**src/rtl/led_pattern_seq.sv**
```systemverilog
// led_pattern_seq: steps one of four 8-LED display patterns (off, chaser, bounce,
// PWM breathe) on each rising edge of the prescaler's slow square wave.
module led_pattern_seq #(
  parameter int PWM_BITS = 4
) (
  input  logic                clk,
  input  logic                rst,
  input  logic                tick_in,
  input  logic [1:0]          mode,
  input  logic                pause,
  output logic [7:0]          led_out,
  output logic                step_pulse,
  output logic [2:0]          pos,
  output logic [PWM_BITS-1:0] level
);
  localparam logic [PWM_BITS-1:0] LMAX = '1;
  localparam logic [PWM_BITS-1:0] L1 = 1;
  logic                r_tick_q;
  logic [1:0]          r_mode_q;
  logic                r_dir;
  logic [2:0]          r_pos;
  logic [PWM_BITS-1:0] r_level;
  logic [PWM_BITS-1:0] r_pwm;
  logic [7:0]          r_led;
  logic                r_step;
  logic                w_mode_chg;
  logic                w_step;
  logic                w_pos_end;
  logic                w_lvl_end;
  logic [2:0]          w_pos_nxt;
  logic [PWM_BITS-1:0] w_lvl_nxt;
  logic                w_dir_nxt;
  logic [7:0]          w_led;
  // r_dir: 0 = counting up, 1 = counting down; pos and level share the bounce rule
  always_comb begin
    w_mode_chg = mode != r_mode_q;
    w_step     = tick_in & ~r_tick_q & ~pause & ~w_mode_chg & (r_mode_q != 2'd0);
    w_pos_end  = r_dir ? (r_pos == 3'd0) : (r_pos == 3'd7);
    w_lvl_end  = r_dir ? (r_level == '0) : (r_level == LMAX);
    w_pos_nxt  = r_mode_q == 2'd1 ? r_pos + 3'd1 :
                 r_mode_q == 2'd2 ? (w_pos_end ? (r_dir ? 3'd1 : 3'd6) :
                                     (r_dir ? r_pos - 3'd1 : r_pos + 3'd1)) : r_pos;
    w_lvl_nxt  = r_mode_q == 2'd3 ? (w_lvl_end ? (r_dir ? L1 : LMAX - L1) :
                                     (r_dir ? r_level - L1 : r_level + L1)) : r_level;
    w_dir_nxt  = r_mode_q == 2'd2 ? r_dir ^ w_pos_end :
                 r_mode_q == 2'd3 ? r_dir ^ w_lvl_end : r_dir;
    w_led      = r_mode_q == 2'd3 ? {8{r_pwm < r_level}} :
                 r_mode_q == 2'd0 ? 8'h00 : 8'h01 << r_pos;
  end
  always_ff @(posedge clk or posedge rst) begin
    if (rst) begin
      r_tick_q <= 1'b0;
      r_mode_q <= 2'd0;
      r_dir    <= 1'b0;
      r_pos    <= 3'd0;
      r_level  <= '0;
      r_pwm    <= '0;
      r_led    <= 8'h00;
      r_step   <= 1'b0;
    end else begin
      r_tick_q <= tick_in;
      r_mode_q <= mode;
      r_pwm    <= r_pwm + L1;
      r_led    <= w_led;
      r_step   <= w_step;
      if (w_mode_chg) begin
        r_pos   <= 3'd0;
        r_level <= '0;
        r_dir   <= 1'b0;
      end else if (w_step) begin
        r_pos   <= w_pos_nxt;
        r_level <= w_lvl_nxt;
        r_dir   <= w_dir_nxt;
      end
    end
  end
  assign led_out    = r_led;
  assign step_pulse = r_step;
  assign pos        = r_pos;
  assign level      = r_level;
endmodule

```
**config.mk**
```make
export PLATFORM = sky130hd
export DESIGN_NAME = led_pattern_seq
export DESIGN_NICKNAME = d
export VERILOG_FILES = /design/src/rtl/led_pattern_seq.sv
export SDC_FILE = /design/constraint.sdc
export NUM_CORES = 1
export LEC_CHECK = 0
export CORE_MARGIN = 10
export CORE_UTILIZATION = 40
export CTS_BUF_LIST = sky130_fd_sc_hd__clkbuf_4 sky130_fd_sc_hd__clkbuf_8
export CTS_CLUSTER_DIAMETER = 80
export DETAILED_ROUTE_END_ITERATION = 16
export GPL_ROUTABILITY_DRIVEN = 0
export PLACE_DENSITY_LB_ADDON = 0.15
export SLEW_MARGIN = 25
export SYNTH_ARGS = -nofsm -noshare
export SYNTH_HDL_FRONTEND = slang
export SYNTH_SLANG_ARGS = --single-unit
```
**constraint.sdc**
```tcl
create_clock -name clk -period 2 [get_ports clk]
set_clock_uncertainty 0.15 [all_clocks]
set_input_delay 0.3 -clock clk [delete_from_list [all_inputs] [get_ports clk]]
set_output_delay 0.3 -clock clk [all_outputs]
set_load 0.02 [all_outputs]
```
# After elaboration in Yosys (flattened, before gate mapping)
# Cells that the tools add are included.
[word_totals]
out_inout_bits = 16
reg_bits = 24
[classes]
n_shift = 1
n_lt_le_gt_ge = 1
n_eq_ne = 6
n_reduce_logical = 11
n_addsub = 5
n_mux = 21
bitwise_logic = 9
[ops]
columns = ["operator", "count"]
rows = [
  ["two-way mux 4 bit", 6],
  ["two-way mux 3 bit", 7],
  ["two-way mux 8 bit", 2],
  ["adder 4 x 1 -> 4 bit, second input constant", 2],
  ["<< shifter 1 x 3 -> 8 bit, first input constant", 1],
  ["two-way mux 1 bit", 6],
  ["AND reduction 2 bit", 3],
  ["nonzero test 2 bit", 3],
  ["nonzero test 3 bit", 2],
  ["AND 1 bit", 4],
  ["equality test 2 bit, second input constant", 2],
  ["equality test 4 bit, second input constant", 1],
  ["zero test 4 bit", 1],
  ["less-than comparator 4 bit", 1],
  ["subtractor 4 x 1 -> 4 bit, second input constant", 1],
  ["adder 3 x 1 -> 3 bit, second input constant", 1],
  ["equality test 3 bit, second input constant", 1],
  ["zero test 3 bit", 1],
  ["NOT 1 bit", 3],
  ["subtractor 3 x 1 -> 3 bit, second input constant", 1],
  ["equality test 2 x 1 -> 1 bit, second input constant", 1],
  ["zero test 2 bit", 1],
  ["inequality test 2 bit", 1],
  ["XOR 1 bit", 2],
]

# Depth between registers and ports, before layout
[logic_depth]
word_depth = 7
mapped_depth = 7
mapped_depth_nobuf = 7

# Worst setup path after synthesis
# OpenSTA, ideal clock, no wires.
[synth_timing]
path_kind = "register to register"
startpoint = "register r_level[1], in the netlist level[1]"
endpoint = "register r_led[4], in the netlist led_out[4]"
stages_incl_launch_ff = 7
slack_ns = 0.067
t_arrival_ns = 1.716
required_ns = 1.784
period_less_slack_ns = 1.933
cell_sequence = "dfrtp_1 inv_1 ha_1 a21o_1 a21o_1 a211oi_4 a31o_1"
[synth_between]
elab_chain_cells = 2
[synth_rtl]
columns = ["item", "line", "rtl"]
rows = [
  ["start, declared", "22", "logic [PWM_BITS-1:0] r_level;"],
  ["start signal, assigned", "72", "r_level <= w_lvl_nxt;"],
  ["less-than comparator 4 bit", "47", "w_led = r_mode_q == 2'd3 ? {8{r_pwm < r_level}} :"],
  ["two-way mux 8 bit", "47", ""],
  ["net w_led[4]", "33", "logic [7:0] w_led;"],
  ["end signal, assigned", "64", "r_led <= w_led;"],
  ["end, declared", "24", "logic [7:0] r_led;"],
]
# The timed path passes the listed nets, and every way through them passes these cells.
# A chain may end at the register's enable or synchronous reset.

# Final worst setup path
[layout_timing]
startpoint = "register r_level[2], in the netlist level[2]"
endpoint = "output level[2]"
[layout_rtl]
columns = ["item", "line", "rtl"]
rows = [
  ["end, declared", "14", "output logic [PWM_BITS-1:0] level"],
]
# No word-level cell between the ends.

==> impl_results.md <==
- DRT iter0 DRCs: a little over 60
- Post-Route WL: around 3000 um
- Largest net degree at the start of global routing: 25
- Critical path class: register to output port
- Synth-to-Final Area Change: 29.6%
- N_diodes: 0
- Post-Synth Adder-Cell Area: 12.6%
- Simple-gate share of the synthesized area: 17.2%
- #FFs+latches synth: 24
- Hpwl dp: around 2400 um
- Max H-tree Level: 1
- Psw: ~240 uW
- Critical-path cell list: clkdlybuf4s50_1
- Final antenna-violating net count: 0
- Row cnt: 21
- Power, Total: just over 1 mW
- Worst hold margin: around 0.17 ns
- Height of the die: approximately 80 um
- Nature of the critical path endpoint: output port
- Actual slew at the worst max-slew pin: ~0.37 ns
- Die area: approximately 6400 sq um
- Drt first pass iters: 6
- Switching Fraction: 23.7%
- Synth top area share: between 40% and 50%
- CTS buffer count: 3
- Gr usage total: 10.1%
- Post-synthesis cell count: 136
- Total of max-cap violations: 0
- Critical path launch point type: register
- Async set-or-reset flop fraction in the synthesized netlist: 100%
- Sequential Power Share: roughly half
- Crit path buf inv count: 1
- Fmax: 0.515 GHz
- Final hold violation count: 0
- Final period demand of the worst path: 1.94 ns
- P_leak: around 0.91 nW
- Share of cells above drive strength 1: 19.1%
- Critical path's largest stage delay: about 0.66 ns
- Routed via count: between 1000 and 1500
- Tightest Hold Check Type: input port to asynchronous set/reset pin
- Clock share of power: 34.4%
- FILL cells: 304
- Wire per inst: roughly 14 um
- Worst reg2reg startpoint: pos[0]
- Post-synthesis mux area share: roughly 1.7%
- CP top delay family: buffers and inverters
- CTS tree: built
- Post-Syn Area: 1450 sq um
- Number of flops mapped to enable cells by yosys: 0
- Mean Syn Cell Area: around 11 sq um
- Hold_buf cts: 0
- Worst-case reg-to-reg path depth: 6
- Number of global-route vias before repair: about 1100
- Worst Path Max Fanout: 6
- First-pass GRT wire length: between 5000 and 6000 um
- Combinational Power Share: around 16%
- Pwr dens: around 540 nW/um^2
- Final nets: slightly below 200
- Largest family of logic cells by synthesized area: compound AO/OA/AOI/OAI gates
- Yosys cell types: 38
- Final cell count without fillers: ~220
- Worst flop-to-flop path endpoint: r_dir
- Post-synthesis sequential area ratio: between 40% and 50%
- Top post-synthesis cells by area: dfrtp_1, ha_1, a21o_1, nor2_1, xnor2_1
- Final Setup Violations: 0
- Final Util: 55.1%
- Total global routing overflow: 0
- Outcome: complete, no violations
- Clock tree buffer depth: 2
- Clk Latency, worst-skew pair: approximately 0.32 ns
- Port bufs: 21
- Yosys warns: 0
- Slew Viols, Final: 0
- Die width: between 80 and 90 um
- Xor and xnor area share after synthesis: around 3.6%
- Drt drc: 0
- Dpl cells: 215
- Top FF cell, synth: dfrtp_1
- Vias per cell: about 5.1
- Worst reg2reg setup slack: ~0.13 ns
- Tcrit/Tclk final: about 100%
- Slew headroom: about three quarters
- Worst VDD drop: around 0.00041 V
- Clk sinks: 24
- Root Buffer: clkbuf_4
- Leading area contributor after synthesis: dfrtp_1
- Unrepaired setup endpoints after global routing: true
- Syn_nets: 156
- Initial Util: between 40 and 50%
- Internal power: slightly below 800 uW
- Area fraction in compound gates after synthesis: about 19%
- CORE AREA: around 3400 sq um
- Post-CTS setup buffers: 0
- Worst path slowest cell: clkdlybuf4s50_1
- CP Data Required Time: approximately 1.6 ns
- Clock Pin Slew Worst Setup and Hold Paths: between 0.1 and 0.15 ns
- Antenna violations before repair: 0
- Worst Path Arrival: between 1 and 1.5 ns
- Ports: 22
## cells by family after synthesis
group,after synthesis
AOI/OAI and AO/OA,36
xor gates and xnor gates,6
adders and majority gates,14
buffers and inverters,13
DFF,24
muxes,2
and+or+nand+nor,41
## registers in the layout, summed over array words and instances (netlist names)
register / cells
level: 4
r_pwm: 4
pos: 3
r_mode_q: 2
r_tick_q: 1
led_out: 8
step_pulse: 1
r_dir: 1
## through the flow
stage	TNS (ns)	setup WS, ns	instance area (sq um)
2_1_floorplan	0	0.0674	1450
3_3_place_gp	-0.608	-0.155	1820
3_5_place_dp	-0.843	-0.181	1820
4_1_cts	0	0.0228	1870
5_1_grt	-0.00276	-0.00246	1880
6_report	0	0.0571	1880
## layer usage
layer / vias up / track usage (%) / share of wire [%]
li1: 560 / - / -
met1: 520 / 12.1 / 47
met2: 25 / 16.7 / 47
met3: 4 / 3.56 / 4.8
met4: 0 / 2.64 / 0.88
met5: - / 0 / 0
## area by class of cell
class	instances	area, sq um	share of cell area (%)
tap	46	57.6	3.06
timing repair buffer	37	330	17.5
sequential	24	604	32.1
inverter	9	33.8	1.79
clock buffer	3	22.5	1.20
clock inverter	1	30.0	1.59
multi-input combinational	99	805	42.7
## power groups by stage
stage,Combinational (mW),Sequential [mW],Clock [mW]
2_1_floorplan,0.0868,0.522,0
3_3_place_gp,0.158,0.516,0
3_5_place_dp,0.159,0.516,0
4_1_cts,0.160,0.507,0.366
5_1_grt,0.177,0.510,0.379
6_report,0.160,0.507,0.350
## synthesized netlist by cell type, types with 2 or more instances
library cell and n:
inv_1 9, nor2_1 12, nor4_2 2, o21ai_0 4, a21oi_1 5, nand2_1 8, or3b_1 2, o21ai_1 3
and2_1 3, a22o_1 3, a21o_1 9, xnor2_1 5, nand2b_1 3, nor2b_1 2, nand3_1 2, buf_2 2
dfrtp_1 24, nor3_1 3, ha_1 13, a31o_1 4
## worst max path at each step
stage / from / endpoint / depth (start not counted)
after detailed placement: tick_in / pos[1] / 5
after global routing: level[3] / level[3] / 1
after floorplan: level[1] / led_out[4] / 6
final: level[2] / level[2] / 1
after CTS: pos[2] / pos[2] / 1
after global placement: tick_in / pos[0] / 6
## placed cells by master (no fill, tap or decap), types with 2 or more instances in the layout
cell type | Yosys | final
xnor2_1 | 5 | 5
clkbuf_4 | 0 | 3
ha_1 | 13 | 13
o21ai_1 | 3 | 4
clkdlybuf4s50_1 | 0 | 21
a31o_1 | 4 | 4
nand2_1 | 8 | 8
dfrtp_1 | 24 | 21
or3b_1 | 2 | 2
and2_1 | 3 | 3
a21o_1 | 9 | 9
nor2_1 | 12 | 12
nand2b_1 | 3 | 3
nor3_1 | 3 | 3
a22o_1 | 3 | 3
nand3_1 | 2 | 2
dfrtp_2 | 0 | 3
inv_1 | 9 | 9
o21ai_0 | 4 | 3
buf_4 | 0 | 16
a21oi_1 | 5 | 5
## repair_timing
| item | CTS | global route |
|---|---|---|
| pin swaps | 0 | 0 |
| hold endpoints to repair | 0 | 0 |
| gates resized for setup | 1 | 5 |
| endpoints found under the setup margin | 1 | 3 |
| gates cloned | 0 | 0 |
## worst reg2reg max path: cells and delay by family (launching register included)
kind            cells  cell delay [ns]
fa+ha+maj           2             0.49
flops               1             0.45
simple gates        1             0.05
xor+xnor            1             0.16
compound gates      2             0.48
Power figures use the tool's default switching activity.
